## config.mk

```make
export PLATFORM = sky130hd
export DESIGN_NAME = booth_mul_seq
export DESIGN_NICKNAME = d
export VERILOG_FILES = /design/src/rtl/booth_pkg.sv /design/src/rtl/cla_addsub.sv /design/src/rtl/booth_mul_seq.sv
export SDC_FILE = /design/constraint.sdc
export NUM_CORES = 1
export LEC_CHECK = 0
export BUFFER_PORTS_ARGS = -buffer_cell sky130_fd_sc_hd__buf_2
export CAP_MARGIN = 20
export CORE_MARGIN = 2
export CORE_UTILIZATION = 35
export DETAILED_ROUTE_END_ITERATION = 8
export PLACE_DENSITY = 0.6
export SYNTH_ARGS = -nofsm -noshare
export SYNTH_HDL_FRONTEND = slang
export SYNTH_SLANG_ARGS = --single-unit
```

## constraint.sdc

```tcl
create_clock -name clk -period 9.25 [get_ports clk]
set_clock_uncertainty 0.2 [all_clocks]
set_input_delay 0 -clock clk [delete_from_list [all_inputs] [get_ports clk]]
set_output_delay 0 -clock clk [all_outputs]
set_load 0.1 [all_outputs]
```

## src/rtl/booth_pkg.sv

```systemverilog
// Shared types and helpers for the radix-4 Booth sequential multiplier.
//   state_e : controller states (fixed encoding)
//   digit_e : recoded Booth digit selecting 0, +M, +2M, -M or -2M
//   cnt_width() : step counter width for a given operand width
package booth_pkg;

  typedef enum logic [1:0] {
    StIdle = 2'b00,
    StExec = 2'b01,
    StDone = 2'b10
  } state_e;

  typedef enum logic [2:0] {
    DigZero,
    DigPm,
    DigP2m,
    DigMm,
    DigM2m
  } digit_e;

  // ceil(log2(width/2)), never below one bit.
  function automatic int unsigned cnt_width(input int unsigned width);
    int unsigned w;
    w = $clog2(width / 2);
    return (w < 1) ? 1 : w;
  endfunction

endpackage

```

## src/rtl/cla_addsub.sv

```systemverilog
// Combinational N-bit adder built from 4-bit carry-lookahead groups with the
// group carries rippling. Subtraction is done by the caller as a + ~b, ci=1.
//   a, b : addends (N bits)
//   ci   : carry in
//   s    : sum (N bits)
//   co   : carry out of bit N-1
module cla_addsub #(
  parameter int unsigned N = 8
) (
  input  logic [N-1:0] a,
  input  logic [N-1:0] b,
  input  logic         ci,
  output logic [N-1:0] s,
  output logic         co
);

  localparam int unsigned NG = (N + 3) / 4;
  localparam int unsigned NP = NG * 4;

  logic [NP-1:0] ap, bp, sp;
  logic [NG:0]   c;

  // Zero padding: padded bits have p=g=0, so the first padded sum bit is the
  // carry out of bit N-1.
  assign ap   = NP'(a);
  assign bp   = NP'(b);
  assign c[0] = ci;

  for (genvar gi = 0; gi < NG; gi++) begin : g_grp
    logic [3:0] p, g;
    logic       c1, c2, c3, c4, cin;
    assign p   = ap[4*gi +: 4] ^ bp[4*gi +: 4];
    assign g   = ap[4*gi +: 4] & bp[4*gi +: 4];
    assign cin = c[gi];
    assign c1  = g[0] | (p[0] & cin);
    assign c2  = g[1] | (p[1] & g[0]) | (p[1] & p[0] & cin);
    assign c3  = g[2] | (p[2] & g[1]) | (p[2] & p[1] & g[0]) | (p[2] & p[1] & p[0] & cin);
    assign c4  = g[3] | (p[3] & g[2]) | (p[3] & p[2] & g[1]) | (p[3] & p[2] & p[1] & g[0])
               | (p[3] & p[2] & p[1] & p[0] & cin);
    assign sp[4*gi +: 4] = p ^ {c3, c2, c1, cin};
    assign c[gi+1]       = c4;
  end

  assign s = sp[N-1:0];

  if (NP > N) begin : g_pad
    logic [NP-N:0] unused_pad;
    assign co         = sp[N];
    assign unused_pad = {c[NG], sp[NP-1:N]};
  end else begin : g_nopad
    assign co = c[NG];
  end

endmodule

```

## src/rtl/booth_mul_seq.sv

```systemverilog
// Sequential signed WIDTH x WIDTH -> 2*WIDTH multiplier, radix-4 Booth, one
// recoded digit per clock.
//   clk, reset   : clock, asynchronous active-high reset
//   op_start     : start request, sampled in idle only
//   op_clear     : synchronous abort/acknowledge, highest priority
//   multiplicand : signed operand M, captured on the start edge
//   multiplier   : signed operand Q, captured on the start edge
//   result       : signed product, valid while op_done
//   op_done      : product valid (registered)
//   busy         : operation in progress (registered)
module booth_mul_seq
  import booth_pkg::*;
#(
  parameter int unsigned WIDTH = 64
) (
  input  logic                 clk,
  input  logic                 reset,
  input  logic                 op_start,
  input  logic                 op_clear,
  input  logic [WIDTH-1:0]     multiplicand,
  input  logic [WIDTH-1:0]     multiplier,
  output logic [2*WIDTH-1:0]   result,
  output logic                 op_done,
  output logic                 busy
);

  localparam int unsigned AW   = WIDTH + 2;
  localparam int unsigned CntW = cnt_width(WIDTH);
  localparam logic [CntW-1:0] LastCnt = CntW'(WIDTH / 2 - 1);

  state_e          state_q;
  logic [AW-1:0]   acc_q, m_q;
  logic [WIDTH-1:0] q_q;
  logic            qm1_q;
  logic [CntW-1:0] cnt_q;

  digit_e          digit;
  logic [AW-1:0]   mag, add_b, sum, acc_new, acc_next;
  logic [WIDTH-1:0] q_next;
  logic            sub, unused_co;

  always_comb begin
    digit = DigZero;
    unique case ({q_q[1:0], qm1_q})
      3'b000, 3'b111: digit = DigZero;
      3'b001, 3'b010: digit = DigPm;
      3'b011:         digit = DigP2m;
      3'b100:         digit = DigM2m;
      3'b101, 3'b110: digit = DigMm;
      default:        digit = DigZero;
    endcase

    mag = m_q;
    sub = 1'b0;
    if (digit == DigP2m || digit == DigM2m) mag = {m_q[AW-2:0], 1'b0};
    if (digit == DigMm || digit == DigM2m) sub = 1'b1;
    add_b = sub ? ~mag : mag;
  end

  cla_addsub #(
    .N(AW)
  ) u_addsub (
    .a (acc_q),
    .b (add_b),
    .ci(sub),
    .s (sum),
    .co(unused_co)
  );

  // Arithmetic shift of {A', Q, q_m1} right by two.
  always_comb begin
    acc_new  = (digit == DigZero) ? acc_q : sum;
    acc_next = {{2{acc_new[AW-1]}}, acc_new[AW-1:2]};
    q_next   = {acc_new[1:0], q_q[WIDTH-1:2]};
  end

  always_ff @(posedge clk or posedge reset) begin
    if (reset) begin
      state_q <= StIdle;
      acc_q   <= '0;
      m_q     <= '0;
      q_q     <= '0;
      qm1_q   <= 1'b0;
      cnt_q   <= '0;
      result  <= '0;
      op_done <= 1'b0;
      busy    <= 1'b0;
    end else if (op_clear) begin
      state_q <= StIdle;
      op_done <= 1'b0;
      busy    <= 1'b0;
    end else begin
      unique case (state_q)
        StIdle: begin
          if (op_start) begin
            acc_q   <= '0;
            q_q     <= multiplier;
            qm1_q   <= 1'b0;
            m_q     <= {{2{multiplicand[WIDTH-1]}}, multiplicand};
            cnt_q   <= '0;
            busy    <= 1'b1;
            state_q <= StExec;
          end
        end
        StExec: begin
          acc_q <= acc_next;
          q_q   <= q_next;
          qm1_q <= q_q[1];
          cnt_q <= cnt_q + CntW'(1);
          if (cnt_q == LastCnt) begin
            result  <= {acc_next[WIDTH-1:0], q_next};
            op_done <= 1'b1;
            busy    <= 1'b0;
            state_q <= StDone;
          end
        end
        StDone: ;
        default: state_q <= StIdle;
      endcase
    end
  end

endmodule

```

==> impl_metrics.env, run 1 <==
export IMPL_outcome="finished, final reports clean"
export IMPL_yosysSeqAreaShare_pct=47.2
export IMPL_area_growth_syn_to_layout_pct=29.9
export IMPL_postSynthCellCount=1753
export IMPL_period_share_pct=67.1
export IMPL_grt_usage_pct=18.9
export IMPL_finalWorstPathRequiredPeriod_ns=6.20
export IMPL_synth_cell_types=64
export IMPL_vias=14100
export IMPL_multi_input_area_mm2=0.00884
export IMPL_routed_wirelength_mm=48.6
export IMPL_die_h_um=228
export IMPL_crit_fanout=22
export IMPL_timing_rr_start="q_q[0]"
export IMPL_drive_above_1_share_pct=20.2
export IMPL_synth_top_cell_by_area="dfrtp_1"
export IMPL_synth_ff_type="dfrtp_1"
export IMPL_r2r_slack_ns=3.05
export IMPL_synthXorXnorAreaFrac_pct=5.61
export IMPL_die_w_um=228
export IMPL_cts_tree="built"
export IMPL_grt_antenna_before_repair=2
export IMPL_fin_nets=2378
export IMPL_synth_top_area_share_pct=47.2
export IMPL_setup_tns_ns=0
export IMPL_setup_violations=0
export IMPL_p_total_mw=6.39
export IMPL_postCtsHoldBufs=186
export IMPL_drt_antenna_violating_nets=0
export IMPL_clk_path_buf_depth=3
export IMPL_reg2reg_depth=20
export IMPL_synthSimpleGateAreaFrac_pct=11.8
export IMPL_insertion_delay_ns=0.57
export IMPL_arrival_ns=6.51
export IMPL_hold_class="in -> reg"
export IMPL_synth_top_family_by_area="multiplexers"
export IMPL_powerDensity_mw_per_mm2=281
export IMPL_cts_made_buffers=40
export IMPL_synth_compound_area_share_pct=12.5
export IMPL_dp_hpwl_mm=32.6
export IMPL_ios=262
export IMPL_root_buffer="clkbuf_16"
export IMPL_worst_pin_slew_ns=0.980
export IMPL_stdcell_area_mm2=0.0227
export IMPL_maxCapViolCount=0
export IMPL_synth_edf_count=0
export IMPL_crit_type="reg -> reg"
export IMPL_dr_pass1_iters=5
export IMPL_globalplace_congestion=0.834
export IMPL_grt_max_degree=145
export IMPL_cts_sinks=330
export IMPL_finalMaxSlewViolations=0
export IMPL_startpoint="q_q[0]"
export IMPL_wl_per_cell_um=17.0
export IMPL_synthArstFlopShare_pct=100
export IMPL_seq_area_mm2=0.00826
export IMPL_cts_repair_resized=0
export IMPL_ys_top_cells_by_count="407 x nand2_1, 330 x dfrtp_1, 195 x o21ai_0"
export IMPL_synth_nets=1970
export IMPL_critPathLaunchType="flip-flop"
export IMPL_die_area_mm2=0.0518
export IMPL_critPathCapture="acc_q[62]"
export IMPL_grt_pass1_wl_mm=77.8
export IMPL_rows=81
export IMPL_rsz0062_at_grt="false"
export IMPL_grt_pass1_vias=14600
export IMPL_fill_cells=4546
export IMPL_synth_most_common_cell="nand2_1"
export IMPL_p_leak_nw=11.2
export IMPL_cp_end_kind="flip-flop"
export IMPL_drc_errors=0
export IMPL_gr_total_overflow=0
export IMPL_avgSynthCellArea_um2=9.98
export IMPL_ys_ff_latch=330
export IMPL_synthAdderAreaFrac_pct=6.81
export IMPL_synth_area_leaders="dfrtp_1 47%, mux2i_1 9.3%, nand2_1 8.7%"
export IMPL_avgViaCountPerCell=4.94
export IMPL_worstPathRequired_ns=9.56
export IMPL_clk_pin_slew_worst_paths_ns=0.06
export IMPL_r2r_end="acc_q[62]"
export IMPL_relSlewSlack_pct=34.7
export IMPL_hold_viol=0
export IMPL_io_buffer_count=261
export IMPL_fmax_ghz=0.161
export IMPL_place_area_mm2=0.0195
export IMPL_synthMuxAreaShare_pct=13.4
export IMPL_htree_levels=2
export IMPL_syn_area_mm2=0.0175
export IMPL_yosysWarnings=0
export IMPL_fp_coreArea_mm2=0.0492
export IMPL_post_cts_buffers=0
export IMPL_ir_drop_v=0.000164
export IMPL_drt_iter0_markers=754
export IMPL_start_util_pct=35.6
final cells by class:
cell class                 instances  share of cell area, %
inverter                          23                  0.396
clock inverter                    18                  0.837
sequential                       330                   36.3
antenna                            2                 0.0220
multi-input combinational       1300                   38.9
clock buffer                      55                   5.10
timing repair buffer             466                   14.8
tap                              664                   3.65
power by group:
part / switching [mW] / internal [mW] / total [mW]
combinational: 1.60 / 1.24 / 2.84
sequential: 0.251 / 1.69 / 1.94
clock: 0.641 / 0.966 / 1.61
total: 2.49 / 3.90 / 6.39
state kept, by name, indices dropped and copies added (netlist names):
name and count:
qm1_q 1, cnt_q 5, result 128, state_q 2, acc_q 64, m_q 64
q_q 64, busy 1, op_done 1
kinds of logic (layout without fill, tap and decap cells):
group | count (synthesis) | after routing
and+or+nand+nor | 511 | 511
AOI/OAI and AO/OA | 365 | 365
DFF | 330 | 330
muxes | 227 | 227
buffers and inverters | 123 | 562
xor gates and xnor gates | 112 | 112
adders and majority gates | 85 | 85
other | 0 | 2
per-stage QoR:
step / hold slack, ns / setup slack (ns) / utilization [%] / cells
2_1_floorplan: -0.0609 / 3.61 / - / 1753
3_3_place_gp: 0.0284 / 3.23 / 39.6 / 2595
3_5_place_dp: 0.0345 / 3.05 / 39.7 / 2596
4_1_cts: 0.00398 / 3.04 / 46.2 / 2855
5_1_grt: 0.0306 / 2.70 / 46.3 / 2858
6_report: 0.0466 / 3.05 / 46.3 / 2858
critical path: stages (launching register included):
cell and delay, ns:
dfrtp_1 0.36, inv_1 0.06, ha_1 0.43, nor2_4 0.52
buf_4 0.46, mux2i_1 0.26, xnor2_1 0.08, ha_1 0.35
a21oi_1 0.30, o21bai_1 0.13, o2bb2ai_1 0.19, a221o_1 0.41
o21ai_1 0.49, a211oi_2 0.18, o31ai_4 0.21, nand2b_1 0.13
a21o_1 0.20, a21oi_1 0.29, fa_1 0.46, o21ai_0 0.25
a22o_1 0.17
layer usage:
layer	GRT usage, %	wire [µm]	vias to the layer above
met2	32.1	23000	332
met4	4.85	1030	0
met1	24.3	21700	6871
li1	-	-	6862
met3	4.42	2910	67
met5	0	0	-
worst min-delay path by stage:
| stage | end | slack (ns) | cells after the start | startpoint |
|---|---|---|---|---|
| after floorplan | q_q[62] | -0.06 | 2 | multiplier[62] |
| after global placement | result[8] | 0.03 | 3 | reset |
| after detailed placement | m_q[27] | 0.03 | 2 | multiplicand[27] |
| after CTS | m_q[0] | 0.004 | 3 | multiplicand[0] |
| after global routing | m_q[62] | 0.03 | 3 | multiplicand[62] |
| final | m_q[58] | 0.05 | 3 | multiplicand[58] |
cell usage in the layout, fill, tap and decap left out, drive strengths merged, types with 6 or more instances in the layout:
master,n
ha,68
nand4,11
dlygate4sd3,186
a22oi,9
nand2,407
a32oi,9
nor2,41
o21bai,10
dfrtp,330
nor3,10
nand2b,6
mux2i,162
a21oi,66
xor2,13
buf,280
o21ai,211
mux2,65
a31oi,6
o21a,7
nand3,11
inv,28
clkinv,8
xnor2,99
and3,7
a21o,18
fa,17
clkbuf,55
Power figures use the tool's default switching activity.
==> inputs of run 2 (changes only) <==
Settings changed: PLACE_DENSITY 0.6 to 0.58.
Clock period 9.25 ns to 6.39 ns, I/O delays scaled along.
==> impl_metrics.env, run 2 (same netlist as run 1, synthesis figures left out) <==
export IMPL_worst_pin_slew_ns=1.06
export IMPL_grt_pass1_vias=14400
export IMPL_insertion_delay_ns=0.56
export IMPL_routed_wirelength_mm=48.9
export IMPL_dp_hpwl_mm=33.0
export IMPL_drive_above_1_share_pct=19.9
export IMPL_dr_pass1_iters=5
export IMPL_ios=262
export IMPL_pre_cts_ws_ns=0.574
export IMPL_rows=81
export IMPL_io_buffer_count=261
export IMPL_die_area_mm2=0.0518
export IMPL_cts_sinks=330
export IMPL_finalWorstPathRequiredPeriod_ns=5.83
export IMPL_area_growth_syn_to_layout_pct=29.4
export IMPL_root_buffer="clkbuf_16"
export IMPL_htree_levels=2
export IMPL_cp_end_kind="flip-flop"
export IMPL_avgViaCountPerCell=4.94
export IMPL_start_util_pct=35.6
export IMPL_critPathLaunchType="flip-flop"
export IMPL_grt_antenna_before_repair=2
export IMPL_clk_path_buf_depth=3
export IMPL_setup_ws_ns=0.563
export IMPL_grt_usage_pct=19.0
export IMPL_vias=14100
export IMPL_setup_tns_ns=0
export IMPL_worstPathRequired_ns=6.69
export IMPL_regMostFlops="result"
export IMPL_wl_per_cell_um=17.2
export IMPL_drt_antenna_violating_nets=0
export IMPL_maxCapViolCount=0
export IMPL_fmax_ghz=0.172
export IMPL_finalMaxSlewViolations=0
export IMPL_final_common_cell="nand2_1"
export IMPL_crit_fanout=23
export IMPL_cts_made_buffers=39
export IMPL_period_share_pct=91.2
export IMPL_drc_errors=0
export IMPL_place_area_mm2=0.0195
export IMPL_cts_tree="built"
export IMPL_setup_violations=0
export IMPL_clk_pin_slew_worst_paths_ns=0.06
export IMPL_gr_total_overflow=0
export IMPL_p_leak_nw=11.1
export IMPL_relSlewSlack_pct=29.3
export IMPL_die_w_um=228
export IMPL_hold_viol=0
export IMPL_fin_nets=2373
export IMPL_finish_utilization_pct=46.1
export IMPL_powerDensity_mw_per_mm2=409
export IMPL_cts_repair_resized=0
export IMPL_die_h_um=228
export IMPL_globalplace_congestion=0.832
export IMPL_ir_drop_v=0.000222
export IMPL_stdcell_area_mm2=0.0226
export IMPL_grt_max_degree=165
export IMPL_crit_type="reg -> reg"
export IMPL_hold_class="in -> reg"
export IMPL_drt_iter0_markers=819
export IMPL_rsz0062_at_grt="false"
export IMPL_grt_pass1_wl_mm=77.7
export IMPL_hold_slack_ns=0.0272
export IMPL_outcome="finished, final reports clean"
export IMPL_mostFrequentLayoutCells="405 x nand2_1, 330 x dfrtp_1, 261 x buf_2, 195 x o21ai_0, 181 x dlygate4sd3_1"
export IMPL_arrival_ns=6.13
export IMPL_fp_coreArea_mm2=0.0492
export IMPL_largest_register_ffs=128
## run 2: cell types whose count changed in the layout (fill, tap and decap cells not counted)
cell / change
buf_16: -1
buf_12: +4
dlygate4sd3_1: -5
bufinv_16: -1
clkbuf_1: +2
clkinv_2: -4
buf_4: -2
nor2_1: -1
inv_6: -6
nor2_2: +1
clkinv_4: +2
## run 2: metal layers
| layer | part of all wire [%] | vias up | GRT usage [%] |
|---|---|---|---|
| met3 | 5.9 | 60 | 3.96 |
| met1 | 45 | 6868 | 24.4 |
| li1 | - | 6833 | - |
| met4 | 2.0 | 0 | 5.40 |
| met2 | 47 | 311 | 32.3 |
| met5 | 0 | - | 0 |
## run 2: critical path, stage by stage, from the launching register on
cell and delay [ns]:
dfrtp_1 0.37, inv_1 0.05, ha_1 0.43, nor2_4 0.51, buf_12 0.27, mux2i_1 0.26, xnor2_1 0.16, ha_1 0.33
a21o_1 0.22, a21o_1 0.21, a221o_1 0.38, o21ai_1 0.50, a211oi_2 0.18, o31ai_4 0.22, nand2b_1 0.13, a21o_1 0.20
a21oi_1 0.29, fa_1 0.47, o21ai_0 0.23, a22o_1 0.15
## run 2: final timing paths
kind | cells past startpoint | slack (ns) | start | end
min reg2reg | 2 | 0.27 | result[57] | result[57]
max reg2reg | 19 | 0.56 | q_q[0] | acc_q[62]
max | 19 | 0.56 | q_q[0] | acc_q[62]
max in group asynchronous | 5 | 4.36 | reset | acc_q[22]
min | 3 | 0.03 | multiplicand[7] | m_q[7]
min in group asynchronous | 4 | 0.40 | reset | result[10]
## run 2: repair_timing
action | in CTS | in global routing
hold buffers | 181 | 0
endpoints found under the hold margin | 478 | 0
buffers inserted | 0 | 0
## run 2: final cells by class
cell class / count / area [µm²]
Tap cell: 664 / 831
Timing Repair Buffer: 462 / 3350
Clock inverter: 9 / 105
Clock buffer: 57 / 1170
Antenna cell: 2 / 5.00
Sequential cell: 330 / 8260
Multi-Input combinational cell: 1300 / 8840
Fill cell: 4577 / 26500
Inverter: 23 / 90.1
## run 2: stage by stage
step	total power, mW	cells
final	9.25	2847
after CTS	9.33	2843
after floorplan	5.91	1753
after global routing	9.97	2847
after detailed placement	6.94	2596
after global placement	6.81	2596
## run 2: where the power goes
group	switching [mW]	internal, mW
clock	0.889	1.34
sequential	0.367	2.44
combinational	2.37	1.84
==> inputs of run 3 (changes only) <==
Settings changed: CORE_ASPECT_RATIO set to 0.9, HOLD_SLACK_MARGIN set to 0.12.
==> impl_metrics.env, run 3 (same netlist as run 1, synthesis figures left out) <==
export IMPL_outcome="finished, final reports clean"
export IMPL_ir_drop_v=0.000193
export IMPL_period_share_pct=89.8
export IMPL_cts_sinks=330
export IMPL_met2WireLength_mm=23.1
export IMPL_critPathLaunchType="flip-flop"
export IMPL_rows=77
export IMPL_grt_usage_pct=19.4
export IMPL_swShare_pct=39.4
export IMPL_worst_pin_slew_ns=1.01
export IMPL_p_sw_mw=3.65
export IMPL_hold_viol=0
export IMPL_place_inst=2606
export IMPL_die_area_mm2=0.0518
export IMPL_htree_levels=2
export IMPL_grt_antenna_before_repair=0
export IMPL_grt_pass1_wl_mm=80.3
export IMPL_cts_repair_resized=0
export IMPL_finalWorstPathRequiredPeriod_ns=5.74
export IMPL_clk_path_buf_depth=3
export IMPL_insertion_delay_ns=0.56
export IMPL_maxCapViolCount=0
export IMPL_drive_above_1_share_pct=19.5
export IMPL_pre_cts_ws_ns=0.726
export IMPL_wl_per_cell_um=16.9
export IMPL_grt_pass1_vias=14800
export IMPL_seq_area_mm2=0.00826
export IMPL_area_growth_syn_to_layout_pct=34.0
export IMPL_grt_max_degree=131
export IMPL_fmax_ghz=0.174
export IMPL_dp_hpwl_mm=32.7
export IMPL_reg2reg_depth=20
export IMPL_setup_tns_ns=0
export IMPL_fin_nets=2453
export IMPL_worstPathRequired_ns=6.68
export IMPL_clk_pin_slew_worst_paths_ns=0.06
export IMPL_relSlewSlack_pct=32.8
export IMPL_root_buffer="clkbuf_16"
export IMPL_hold_depth=4
export IMPL_cts_made_buffers=38
export IMPL_p_total_mw=9.27
export IMPL_fp_coreArea_mm2=0.0492
export IMPL_io_buffer_count=261
export IMPL_drc_errors=0
export IMPL_routed_wirelength_mm=49.7
export IMPL_crit_fanout=30
export IMPL_drt_antenna_violating_nets=0
export IMPL_cts_tree="built"
export IMPL_regMostFlops="result"
export IMPL_finish_utilization_pct=47.6
export IMPL_wl_met3_mm=2.96
export IMPL_arrival_ns=6.03
export IMPL_largest_register_ffs=128
export IMPL_globalplace_congestion=0.836
export IMPL_p_leak_nw=11.5
export IMPL_avgViaCountPerCell=4.88
export IMPL_multi_input_area_mm2=0.00884
export IMPL_seq_power_share_pct=30.3
export IMPL_dr_pass1_iters=5
export IMPL_rsz0062_at_grt="false"
export IMPL_mostFrequentLayoutCells="405 x nand2_1, 330 x dfrtp_1, 261 x buf_2, 260 x dlygate4sd3_1, 195 x o21ai_0"
export IMPL_finalMaxSlewViolations=0
export IMPL_stdcell_count=2935
export IMPL_final_common_cell="nand2_1"
export IMPL_crit_type="reg -> reg"
export IMPL_fill_cells=4501
export IMPL_power_frac_comb_pct=45.4
export IMPL_setup_ws_ns=0.650
export IMPL_ios=262
export IMPL_gr_total_overflow=0
export IMPL_p_int_mw=5.62
export IMPL_die_w_um=240
export IMPL_setup_violations=0
export IMPL_cp_end_kind="flip-flop"
export IMPL_hold_class="in -> reg"
export IMPL_routed_top_layer="met4"
export IMPL_p_clk_share_pct=24.3
export IMPL_die_h_um=216
export IMPL_powerDensity_mw_per_mm2=395
export IMPL_met1Wirelength_mm=22.6
export IMPL_vias=14300
export IMPL_start_util_pct=35.5
export IMPL_drt_iter0_markers=709
-- run 3: cell types whose count changed in the layout (fill, tap and decap cells not counted), moves of 2 or more --
cell,before,now
dlygate4sd3_1,181,260
buf_12,5,3
clkbuf_1,8,4
clkbuf_16,41,38
buf_4,14,18
clkinvlp_4,2,5
inv_6,0,3
-- run 3: layout make-up --
| type | count | share of cell area (%) |
|---|---|---|
| multi-input cells | 1300 | 37.7 |
| flip-flops and latches | 330 | 35.2 |
| repair buffers | 543 | 17.6 |
| clock buffers | 51 | 4.65 |
| well taps | 671 | 3.58 |
| clock inverters | 16 | 0.832 |
| inverters | 23 | 0.384 |
| diodes | 1 | 0.0107 |
-- run 3: power groups by stage --
stage | Clock (mW) | Sequential [mW] | Combinational [mW]
after floorplan | 0 | 2.72 | 3.19
after global placement | 0 | 2.84 | 3.96
after detailed placement | 0 | 2.85 | 4.07
after CTS | 2.33 | 2.81 | 4.21
after global routing | 2.41 | 2.87 | 4.72
final | 2.25 | 2.81 | 4.21
-- run 3: routing by layer --
| metal | track usage [%] | vias up |
|---|---|---|
| li1 | - | 6995 |
| met1 | 26.0 | 6955 |
| met2 | 32.0 | 321 |
| met3 | 3.88 | 60 |
| met4 | 4.77 | 0 |
| met5 | 0 | - |
-- run 3: path summary, 6_finish.rpt --
check | startpoint | endpoint | slack, ns
hold / removal | multiplier[18] | q_q[18] | 0.18
hold reg to reg | result[126] | result[126] | 0.27
setup reg to reg | q_q[0] | acc_q[62] | 0.65
min in group asynchronous | reset | q_q[3] | 0.27
max in group asynchronous | reset | m_q[60] | 3.76
setup / recovery | q_q[0] | acc_q[62] | 0.65
-- run 3: repair_timing --
| item | in CTS | in global routing |
|---|---|---|
| hold buffers | 260 | 0 |
| setup buffers | 0 | 0 |
| hold endpoints to repair | 388 | 0 |
-- run 3: per-stage QoR --
stage / area [µm²] / hold slack, ns
finish: 23400 / 0.176
global route: 23400 / 0.252
CTS: 23400 / 0.140
detailed placement: 19500 / -0.276
global placement: 19500 / -0.282
floorplan: 17500 / -0.0609
-- run 3: worst max-delay path, stage by stage, from the launching register on --
cell      delay (ns)
dfrtp_1         0.38
inv_1           0.06
ha_1            0.48
xor2_1          0.26
a22o_4          0.47
buf_4           0.33
xnor2_1         0.16
ha_1            0.31
a21o_1          0.22
a21o_1          0.20
a21oi_1         0.14
o21ai_0         0.21
a32oi_4         0.41
a211oi_2        0.15
o31ai_4         0.20
nand2b_1        0.13
a21o_1          0.20
a21oi_1         0.28
fa_1            0.46
o21ai_0         0.24
a22o_1          0.16
